===== src/rtl/output_pkg.sv =====
// Shared types for the output collector: one FIFO entry per controller capture
// and the serializer state encoding.
package output_pkg;

    localparam int OC_DATA_WIDTH         = 32;
    localparam int OC_COORD_WIDTH        = 32;
    localparam int OC_LANES              = 3;
    localparam int OC_DEPTH              = 8;
    localparam int OC_OUTPUT_NB_CHANNELS = 32;

    // data[0] is lane 0 and sits in the LSBs, matching the packed in_data bus.
    typedef struct packed {
        logic [OC_COORD_WIDTH-1:0]                   x;
        logic [OC_COORD_WIDTH-1:0]                   y;
        logic [OC_COORD_WIDTH-1:0]                   ch;
        logic [OC_LANES-1:0][OC_DATA_WIDTH-1:0]      data;
    } out_entry_t;

    typedef enum logic {
        IDLE = 1'b0,
        EMIT = 1'b1
    } oc_state_t;

endpackage


===== src/rtl/output_fifo.sv =====
// Capture FIFO: DEPTH entries of out_entry_t with simultaneous push/pop.
// Also exposes the entry behind the head so the serializer can chain without a bubble.
module output_fifo
    import output_pkg::*;
#(
    parameter int DEPTH = OC_DEPTH
) (
    input  logic                     clk,
    input  logic                     arst_n_in,
    input  logic                     push,
    input  out_entry_t               wr_entry,
    input  logic                     pop,
    output out_entry_t               head,
    output out_entry_t               next_head,
    output logic                     full,
    output logic                     empty,
    output logic [$clog2(DEPTH):0]   level
);

    localparam int AW = $clog2(DEPTH);

    logic [AW:0]   wr_ptr;
    logic [AW:0]   rd_ptr;
    logic [AW-1:0] rd_idx_next;
    logic          push_ok;
    logic          pop_ok;
    out_entry_t    mem [DEPTH];

    assign full        = (wr_ptr[AW] != rd_ptr[AW]) && (wr_ptr[AW-1:0] == rd_ptr[AW-1:0]);
    assign empty       = (wr_ptr == rd_ptr);
    assign level       = wr_ptr - rd_ptr;
    assign pop_ok      = pop && !empty;
    // A full FIFO still takes a push when the head leaves in the same cycle.
    assign push_ok     = push && (!full || pop_ok);
    assign rd_idx_next = rd_ptr[AW-1:0] + AW'(1);
    assign head        = mem[rd_ptr[AW-1:0]];
    assign next_head   = mem[rd_idx_next];

    always_ff @(posedge clk or negedge arst_n_in) begin
        if (!arst_n_in) begin
            wr_ptr <= '0;
            rd_ptr <= '0;
        end else begin
            if (push_ok) wr_ptr <= wr_ptr + (AW+1)'(1);
            if (pop_ok)  rd_ptr <= rd_ptr + (AW+1)'(1);
        end
    end

    always_ff @(posedge clk) begin
        if (push_ok) mem[wr_ptr[AW-1:0]] <= wr_entry;
    end

endmodule


===== src/rtl/output_collector.sv =====
// Buffers controller captures and serialises each into per-channel beats on a
// valid/ready host port; beats whose channel is out of range are skipped.
module output_collector
    import output_pkg::*;
#(
    parameter int DATA_WIDTH         = OC_DATA_WIDTH,
    parameter int COORD_WIDTH        = OC_COORD_WIDTH,
    parameter int LANES              = OC_LANES,
    parameter int DEPTH              = OC_DEPTH,
    parameter int OUTPUT_NB_CHANNELS = OC_OUTPUT_NB_CHANNELS
) (
    input  logic                        clk,
    input  logic                        arst_n_in,
    input  logic                        in_valid,
    input  logic [COORD_WIDTH-1:0]      in_x,
    input  logic [COORD_WIDTH-1:0]      in_y,
    input  logic [COORD_WIDTH-1:0]      in_ch,
    input  logic [LANES*DATA_WIDTH-1:0] in_data,
    output logic                        out_valid,
    input  logic                        out_ready,
    output logic [DATA_WIDTH-1:0]       out_data,
    output logic [COORD_WIDTH-1:0]      out_x,
    output logic [COORD_WIDTH-1:0]      out_y,
    output logic [COORD_WIDTH-1:0]      out_ch,
    output logic                        almost_full,
    output logic                        empty,
    output logic                        overflow
);

    localparam int AW = $clog2(DEPTH);
    localparam int LW = $clog2(LANES+1);

    // Host handshake: a beat transfers on every clk edge where out_valid and
    // out_ready are both high; while out_valid=1 and out_ready=0 all out_* hold.

    oc_state_t                          state;
    logic [LW-1:0]                      lane;
    logic [LW-1:0]                      lane_inc;
    logic [COORD_WIDTH-1:0]             cur_ch;
    logic [LANES-1:0][DATA_WIDTH-1:0]   cur_data;

    out_entry_t      wr_entry;
    out_entry_t      head;
    out_entry_t      next_head;
    out_entry_t      load_entry;
    logic            fifo_full;
    logic            fifo_empty;
    logic [AW:0]     level;
    logic [AW:0]     level_next;
    logic            hs;
    logic            has_next;
    logic            pop;
    logic            push_acc;
    logic            refill;
    logic            load_en;

    assign wr_entry.x    = in_x;
    assign wr_entry.y    = in_y;
    assign wr_entry.ch   = in_ch;
    assign wr_entry.data = in_data;

    output_fifo #(.DEPTH(DEPTH)) u_fifo (
        .clk       (clk),
        .arst_n_in (arst_n_in),
        .push      (in_valid),
        .wr_entry  (wr_entry),
        .pop       (pop),
        .head      (head),
        .next_head (next_head),
        .full      (fifo_full),
        .empty     (fifo_empty),
        .level     (level)
    );

    assign hs       = (state == EMIT) && out_valid && out_ready;
    assign lane_inc = lane + LW'(1);
    // Channel compare is one bit wider so a base near the top cannot wrap into range.
    assign has_next = (int'(lane_inc) < LANES) &&
                      (({1'b0, cur_ch} + (COORD_WIDTH+1)'(lane_inc)) <
                       (COORD_WIDTH+1)'(OUTPUT_NB_CHANNELS));
    assign pop      = hs && !has_next;
    assign push_acc = in_valid && (!fifo_full || pop);
    assign refill   = (level > (AW+1)'(1)) || push_acc;
    assign load_en  = ((state == IDLE) && !fifo_empty) || (pop && refill);
    // With only the popped head stored, the chained entry is the one being written now.
    assign load_entry = (state == IDLE)           ? head      :
                        (level > (AW+1)'(1))      ? next_head : wr_entry;
    assign level_next = level + (AW+1)'(push_acc) - (AW+1)'(pop);
    assign empty      = fifo_empty && (state == IDLE);

    always_ff @(posedge clk or negedge arst_n_in) begin
        if (!arst_n_in) begin
            state       <= IDLE;
            lane        <= '0;
            cur_ch      <= '0;
            cur_data    <= '0;
            out_valid   <= 1'b0;
            out_data    <= '0;
            out_x       <= '0;
            out_y       <= '0;
            out_ch      <= '0;
            almost_full <= 1'b0;
            overflow    <= 1'b0;
        end else begin
            almost_full <= (level_next >= (AW+1)'(DEPTH-2));
            if (in_valid && !push_acc) overflow <= 1'b1;

            if (load_en) begin
                state     <= EMIT;
                lane      <= '0;
                cur_ch    <= load_entry.ch;
                cur_data  <= load_entry.data;
                out_valid <= 1'b1;
                out_data  <= load_entry.data[0];
                out_x     <= load_entry.x;
                out_y     <= load_entry.y;
                out_ch    <= load_entry.ch;
            end else if (hs && has_next) begin
                lane     <= lane_inc;
                out_data <= cur_data[lane_inc];
                out_ch   <= cur_ch + COORD_WIDTH'(lane_inc);
            end else if (pop) begin
                state     <= IDLE;
                lane      <= '0;
                out_valid <= 1'b0;
            end
        end
    end

endmodule


===== config.mk =====
export PLATFORM = sky130hd
export DESIGN_NAME = output_collector
export DESIGN_NICKNAME = d
export VERILOG_FILES = /design/src/rtl/output_pkg.sv /design/src/rtl/output_fifo.sv /design/src/rtl/output_collector.sv
export SDC_FILE = /design/constraint.sdc
export NUM_CORES = 2
export LEC_CHECK = 0
export BUFFER_PORTS_ARGS = -buffer_cell sky130_fd_sc_hd__buf_4
export CORE_ASPECT_RATIO = 1.5
export CORE_MARGIN = 2
export CORE_UTILIZATION = 25
export CTS_CLUSTER_SIZE = 20
export DETAILED_ROUTE_END_ITERATION = 7
export GPL_ROUTABILITY_DRIVEN = 0
export MAX_ROUTING_LAYER = met4
export PLACE_DENSITY_LB_ADDON = 0.25
export SLEW_MARGIN = 20
export SYNTH_ARGS = -nofsm -noshare
export SYNTH_HDL_FRONTEND = slang
export SYNTH_HIERARCHICAL = 1
export SYNTH_SLANG_ARGS = --single-unit

===== constraint.sdc =====
create_clock -name clk -period 20.5 [get_ports clk]
set_input_delay 1.025 -clock clk [delete_from_list [all_inputs] [get_ports clk]]
set_output_delay 1.025 -clock clk [all_outputs]
set_load 0.02 [all_outputs]

After elaboration in Yosys (flattened, before gate mapping):

Memories as Yosys holds them, arrays and structs flattened.
Index checks and enable logic that the tools add are counted.

* flip-flop bits (word level): 269
* memory bits (writable): 1536
* bits of input ports: 196
* memories kept: 1

Memory list
* u_fifo.mem: depth 8, bits a word 192, rd ports 2, clocked after memory_dff 0, write ports 1, line output_fifo.sv:27 `out_entry_t mem [DEPTH];`

* $add $sub $neg: 9
* magnitude comparators: 5
* equality and inequality tests: 4
* mux-type cells: 16
* bitwise operators: 1
* reduce and logical (&&, ||, !) cells: 24

Operators with widths (number)
* $mux 192: 2
* $mux 32: 5
* $bmux 32 s2: 1
* $add 32x2->33: 1
* $lt 33x6->1 const B: 1
* $add 32x2->32: 1
* $logic_and 1x1->1: 12
* $add 4x1->4 const B: 2
* $mux 2: 3
* $mux 1: 5
* $add 4x1->4: 1
* $eq 4x4->1: 1
* $ge 4x3->1 const B: 1
* $gt 4x1->1 const B: 1
* $logic_not 1->1: 4
* $logic_or 1x1->1: 4
* $reduce_bool 2->1: 2
* $sub 4x1->4: 1
* $sub 4x4->4: 1
* $add 3x1->3 const B: 1
* $eq 3x3->1: 1
* $lt 2x3->1 const B: 1
* $reduce_bool 3->1: 1
* $add 2x1->2 const B: 1
* 5 further kinds: 5

Logic depth before layout (Yosys ltp):

* depth in word-level cells: 13
* mapped depth: 25
* gate-level depth less buffers: 21

Hierarchy:

The synthesis kept the hierarchy.

By module, submodules not included
* output_fifo: times used 1, cells an instance 3368, area an instance 69745.6 µm²
* output_collector: times used 1, cells an instance 1723, area an instance 15994.1 µm²

Worst setup path before layout:

No wires, ideal clock.

* kind: reg-to-reg
* start point: register lane[0]
* end point: memory u_fifo/mem[0][0] (netlist name), enable pin
* setup time: 979 ps
* arrival: 16673 ps
* data required time: 19521 ps
* slack: 2848 ps
* stages on the path, launching flop included: 19
* buffers on the path: 4
* clock period less this slack: 17652 ps
* path through: dfrtp_1 > inv_1 > clkbuf_1 > ha_1 > clkbuf_1 > inv_1 > ha_1 > a21o_1 > or4b_1 > buf_2 > nor4_1 > mux2i_1 > nand4_1 > nor2_1 > clkbuf_1 > a21oi_1 > or3_1 > nand3b_1 > nor3_1

* word-level cells in the longest chain between the ends: 11
* elaborated cells on any way between the ends: 12

RTL lines
* start, declared: line output_collector.sv:37 `logic [LW-1:0] lane;`
* start signal, assigned: line output_collector.sv:119 `lane <= lane_inc;`
* $add 2x1->2 (*): line output_collector.sv:76 `assign lane_inc = lane + LW'(1);`
* $add 32x2->33: line output_collector.sv:79 `(({1'b0, cur_ch} + (COORD_WIDTH+1)'(lane_inc)) <`
* $lt 33x6->1: line output_collector.sv:79
* $logic_and 1x1->1 (*): line output_collector.sv:78 `assign has_next = (int'(lane_inc) < LANES) &&`
* $logic_not 1->1 (*): line output_collector.sv:81 `assign pop = hs && !has_next;`
* $logic_and 1x1->1 (*): line output_collector.sv:81
* named net pop: line output_collector.sv:52 `logic pop;`
* $logic_and 1x1->1 (*): line output_fifo.sv:32 `assign pop_ok = pop && !empty;`
* $logic_or 1x1->1 (*): line output_fifo.sv:34 `assign push_ok = push && (!full || pop_ok);`
* $logic_and 1x1->1 (*): line output_fifo.sv:34
* $mux 1 (*): line output_fifo.sv:50 `if (push_ok) mem[wr_ptr[AW-1:0]] <= wr_entry;`
* $mux 1 (not written as such) (*): line output_fifo.sv:50
* end, declared: line output_fifo.sv:27

The timed path passes the listed nets; every way through them passes the cells marked *.

Worst setup path after layout:

* start point: register lane[0]
* end point: memory u_fifo/mem[6][60] (netlist name), enable pin

The elaborated chain is that of the path after synthesis.

==> flow_summary_export.csv <==
group,metric,value,unit
timing,finalSetupViolations,0,
global_routing,grt_pass1_vias,51600,
clocking,clkLatencyLatePin,0.88,ns
worst_setup_path,crit_slowest_cell,"buf_4",
logic_synthesis,yosys-top-cells-area,"edfxtp_1 54%, mux4_2 20%, dfrtp_1 7.9%",
clocking,htreeDepth,4,
worst_setup_path,cp-start-kind,"flop",
die,rows,263,
cells_and_area,instances_no_fill,10000,
timing,fmaxAchievable,0.131,GHz
worst_setup_path,worstReg2RegEnd,"u_fifo/mem[6][60]",
global_routing,grt_max_degree,139,
die,design.core.area,342000,sq um
detailed_routing,post-route-drc-count,0,
worst_setup_path,slowest_delay,0.74,ns
worst_setup_path,cp_max_fo,106,
timing,period_needed,7.64,ns
clocking,clock_sinks,1805,
cells_and_area,layout-area-overhead-vs-synth,15.3,%
job,maxCapViolations,0,
worst_setup_path,crit_type,"flop to flop",
detailed_routing,drt_iter0_drc,3665,
worst_setup_path,crit_arrival,8.08,ns
power,p_leak,33.8,nW
timing,slew_headroom,23.6,%
logic_synthesis,synth_cells,5091,
logic_synthesis,async_flop_share,14.9,%
detailed_routing,ant_nets,0,
cells_and_area,drive_gt1_share,33.4,%
clocking,cts_tree,"yes",
detailed_routing,drt_first_pass_iters,5,
clocking,post-cts-setup-buffers,0,
clocking,root_buffer,"clkbuf_16",
global_routing,antenna_found_initial,87,
worst_setup_path,cp_cell_sequence,"inv_1, buf_4, ha_2, buf_4, inv_1, ha_1, a21o_1, or4b_1, nor4_1, mux2i_1, nand4_1, nor2_4, buf_4, a21oi_1, o311ai_2, nor2_4, buf_12, buf_4",
power,p_sw_share,40.9,%
logic_synthesis,synth_top_area_share,53.8,%
timing,hold_viol,0,
logic_synthesis,syn-cell-area,85700,sq um
placement,pre_cts_slack,12.73,ns
worst_setup_path,reg2reg_slack,12.86,ns
detailed_routing,vias,48700,
detailed_routing,vias_per_cell,4.86,
worst_setup_path,critPathBufInv,7,
worst_setup_path,reg2regPathDepth,18,
die,die_w,482,um
timing,rsz0062_at_grt,"false",
logic_synthesis,post_synth.cell_area_avg,16.8,sq um
worst_setup_path,path_delay_family,"buffers and inverters",
die,die_height,721,um
clocking,clockBufferDepth,4,
power,power_frac_clock,17.8,%
global_routing,grt_pass1_wl,388,mm
logic_synthesis,synth.distinct_cells,62,
timing,clock_skew,0.0895,ns
logic_synthesis,synth-main-ff-cell,"edfxtp_1",
logic_synthesis,synth_edf_count,1536,
die,start_util,25.1,%
placement,post-place-cells,9636,
timing,tns,0,ns
cells_and_area,nFillCells,33900,
detailed_routing,routed_wirelength,272,mm
hold_path,hold_path_class,"input pin to async pin",
timing,worst_slack,12.86,ns
cells_and_area,fin_util,28.9,%
cells_and_area,fin_nets,5531,
worst_setup_path,cpMostUsedCell,"buf_4",
power,p_int,11.2,mW
power,worst_ir_drop_vdd,289,uV
power,seq_power_share,28.6,%
logic_synthesis,ys_warn_count,6,
logic_synthesis,yosysSeqAreaShare,61.6,%
detailed_routing,wl_per_cell,27.2,um
die,ios,328,
clocking,clkTransAtPathRegs,0.06,ns
worst_setup_path,r2r-start,"lane[0]",
global_routing,grt_use_total,15.8,%
power,power,18.9,mW
timing,finalMaxSlewViolations,0,
outcome,outcome,"finished, final reports clean",
die,dieArea,348000,sq um
timing,fin_crit_sh,37.3,%
clocking,cts_hold_buf,0,
placement,hpwl,163,mm
power,pwr-share-comb,53.5,%
power,power-per-cell-area,191,nW/um^2
placement,port_buffers,327,
global_routing,grt_overflow,0,
logic_synthesis,synth_top_area_cell,"edfxtp_1",
worst_setup_path,cp-end-kind,"flop",
logic_synthesis,syn_nets,5304,
clocking,cts-resized-gates,0,
timing,tightest_slew,1.15,ns
logic_synthesis,ys_ff_latch,1805,
clocking,cts_buffers,184,
worst_setup_path,crit_required,20.94,ns
power,p_sw,7.74,mW
state kept, by name (all words and copies together) (netlist names):
register       count
u_fifo/wr_ptr      4
out_ch            32
almost_full        1
out_x             32
cur_data          96
u_fifo/rd_ptr      4
cur_ch            32
out_y             32
state              1
lane               2
overflow           1
out_data          32
u_fifo/mem      1536
metrics by stage:
step | hold WS [ns] | cell area, sq um
final | 0.0611 | 98800
after global routing | 0.0663 | 98800
after CTS | 0.0280 | 98700
after detailed placement | 0.481 | 92800
after global placement | 0.491 | 92800
after floorplan | 0.477 | 85700
cell usage in the layout (no fill, tap or decap), types with 15 or more instances in the layout:
cell type,count
clkinv_2,23
clkbuf_16,186
buf_12,16
diode_2,50
o21ai_0,66
mux2i_1,228
o21ai_1,38
edfxtp_1,1536
clkinvlp_4,16
a21oi_1,217
o31ai_1,43
nand3_1,35
buf_4,400
inv_1,125
nor3_1,25
clkbuf_8,15
clkinv_1,23
mux4_2,768
nand2_1,628
nor2_1,204
dfrtp_1,265
mux2_2,326
o311ai_1,16
clkbuf_1,38
o211ai_1,61
final cells by class:
cell class	count	area, sq um	area share [%]
multi-input combinational	2782	30500	30.8
inverter	126	480	0.486
clock buffer	239	5000	5.06
tap	4505	5640	5.70
sequential	1805	52900	53.5
timing repair buffer	419	3380	3.42
antenna	50	125	0.127
clock inverter	91	868	0.879
synth_stat cells (all sizes together) (3+ instances only):
library cell / number
edfxtp: 1536
mux4: 768
nand2: 628
mux2: 327
dfrtp: 269
buf: 248
mux2i: 228
a21oi: 218
nor2: 214
clkbuf: 130
inv: 125
o21ai: 104
o211ai: 62
o31ai: 51
nand3: 35
nor3: 29
o311ai: 18
ha: 14
xnor2: 13
nand4: 10
nor4: 7
and4: 6
xor2: 5
a211oi: 4
a21o: 4
and3: 4
or3: 4
a31oi: 3
fa: 3
nor4b: 3
or2: 3
per-layer routing:
layer | track usage [%] | wire length, um | share of wire [%] | vias to the layer above
li1 | - | - | - | 20800
met4 | 4.96 | 9250 | 3.4 | 0
met5 | - | 0 | 0 | -
met3 | 3.32 | 15200 | 5.6 | 429
met2 | 26.6 | 138000 | 51 | 1230
met1 | 18.9 | 110000 | 40 | 26200
worst max-delay path by stage:
| stage | startpoint | to | slack [ns] | cells past startpoint |
|---|---|---|---|---|
| after global routing | lane[0] | u_fifo/mem[0][109] | 12.44 | 19 |
| after global placement | lane[0] | u_fifo/mem[6][55] | 12.48 | 18 |
| after CTS | lane[0] | u_fifo/mem[6][60] | 12.67 | 18 |
| final | lane[0] | u_fifo/mem[6][60] | 12.86 | 18 |
| after detailed placement | lane[0] | u_fifo/mem[6][182] | 12.73 | 18 |
| after floorplan | lane[0] | u_fifo/mem[0][0] | 2.85 | 18 |
power groups by stage:
stage               Clock [mW]  Combinational [mW]  Sequential (mW)
CTS                       3.47                10.3             5.43
finish                    3.37                10.1             5.41
global route              3.58                10.9             5.50
floorplan                    0                7.08             5.49
detailed placement           0                10.3             5.50
global placement             0                10.3             5.46
cell families after synthesis:
| group | Yosys count | share of synthesized area, % |
|---|---|---|
| flops | 1805 | 61.6 |
| mux | 1323 | 27.1 |
| simple gates | 951 | 4.49 |
| buf+inv | 504 | 2.98 |
| compound gates | 473 | 3.30 |
| xor+xnor | 18 | 0.184 |
| fa+ha+maj | 17 | 0.274 |
No activity file was read; power rests on OpenSTA's default activity.
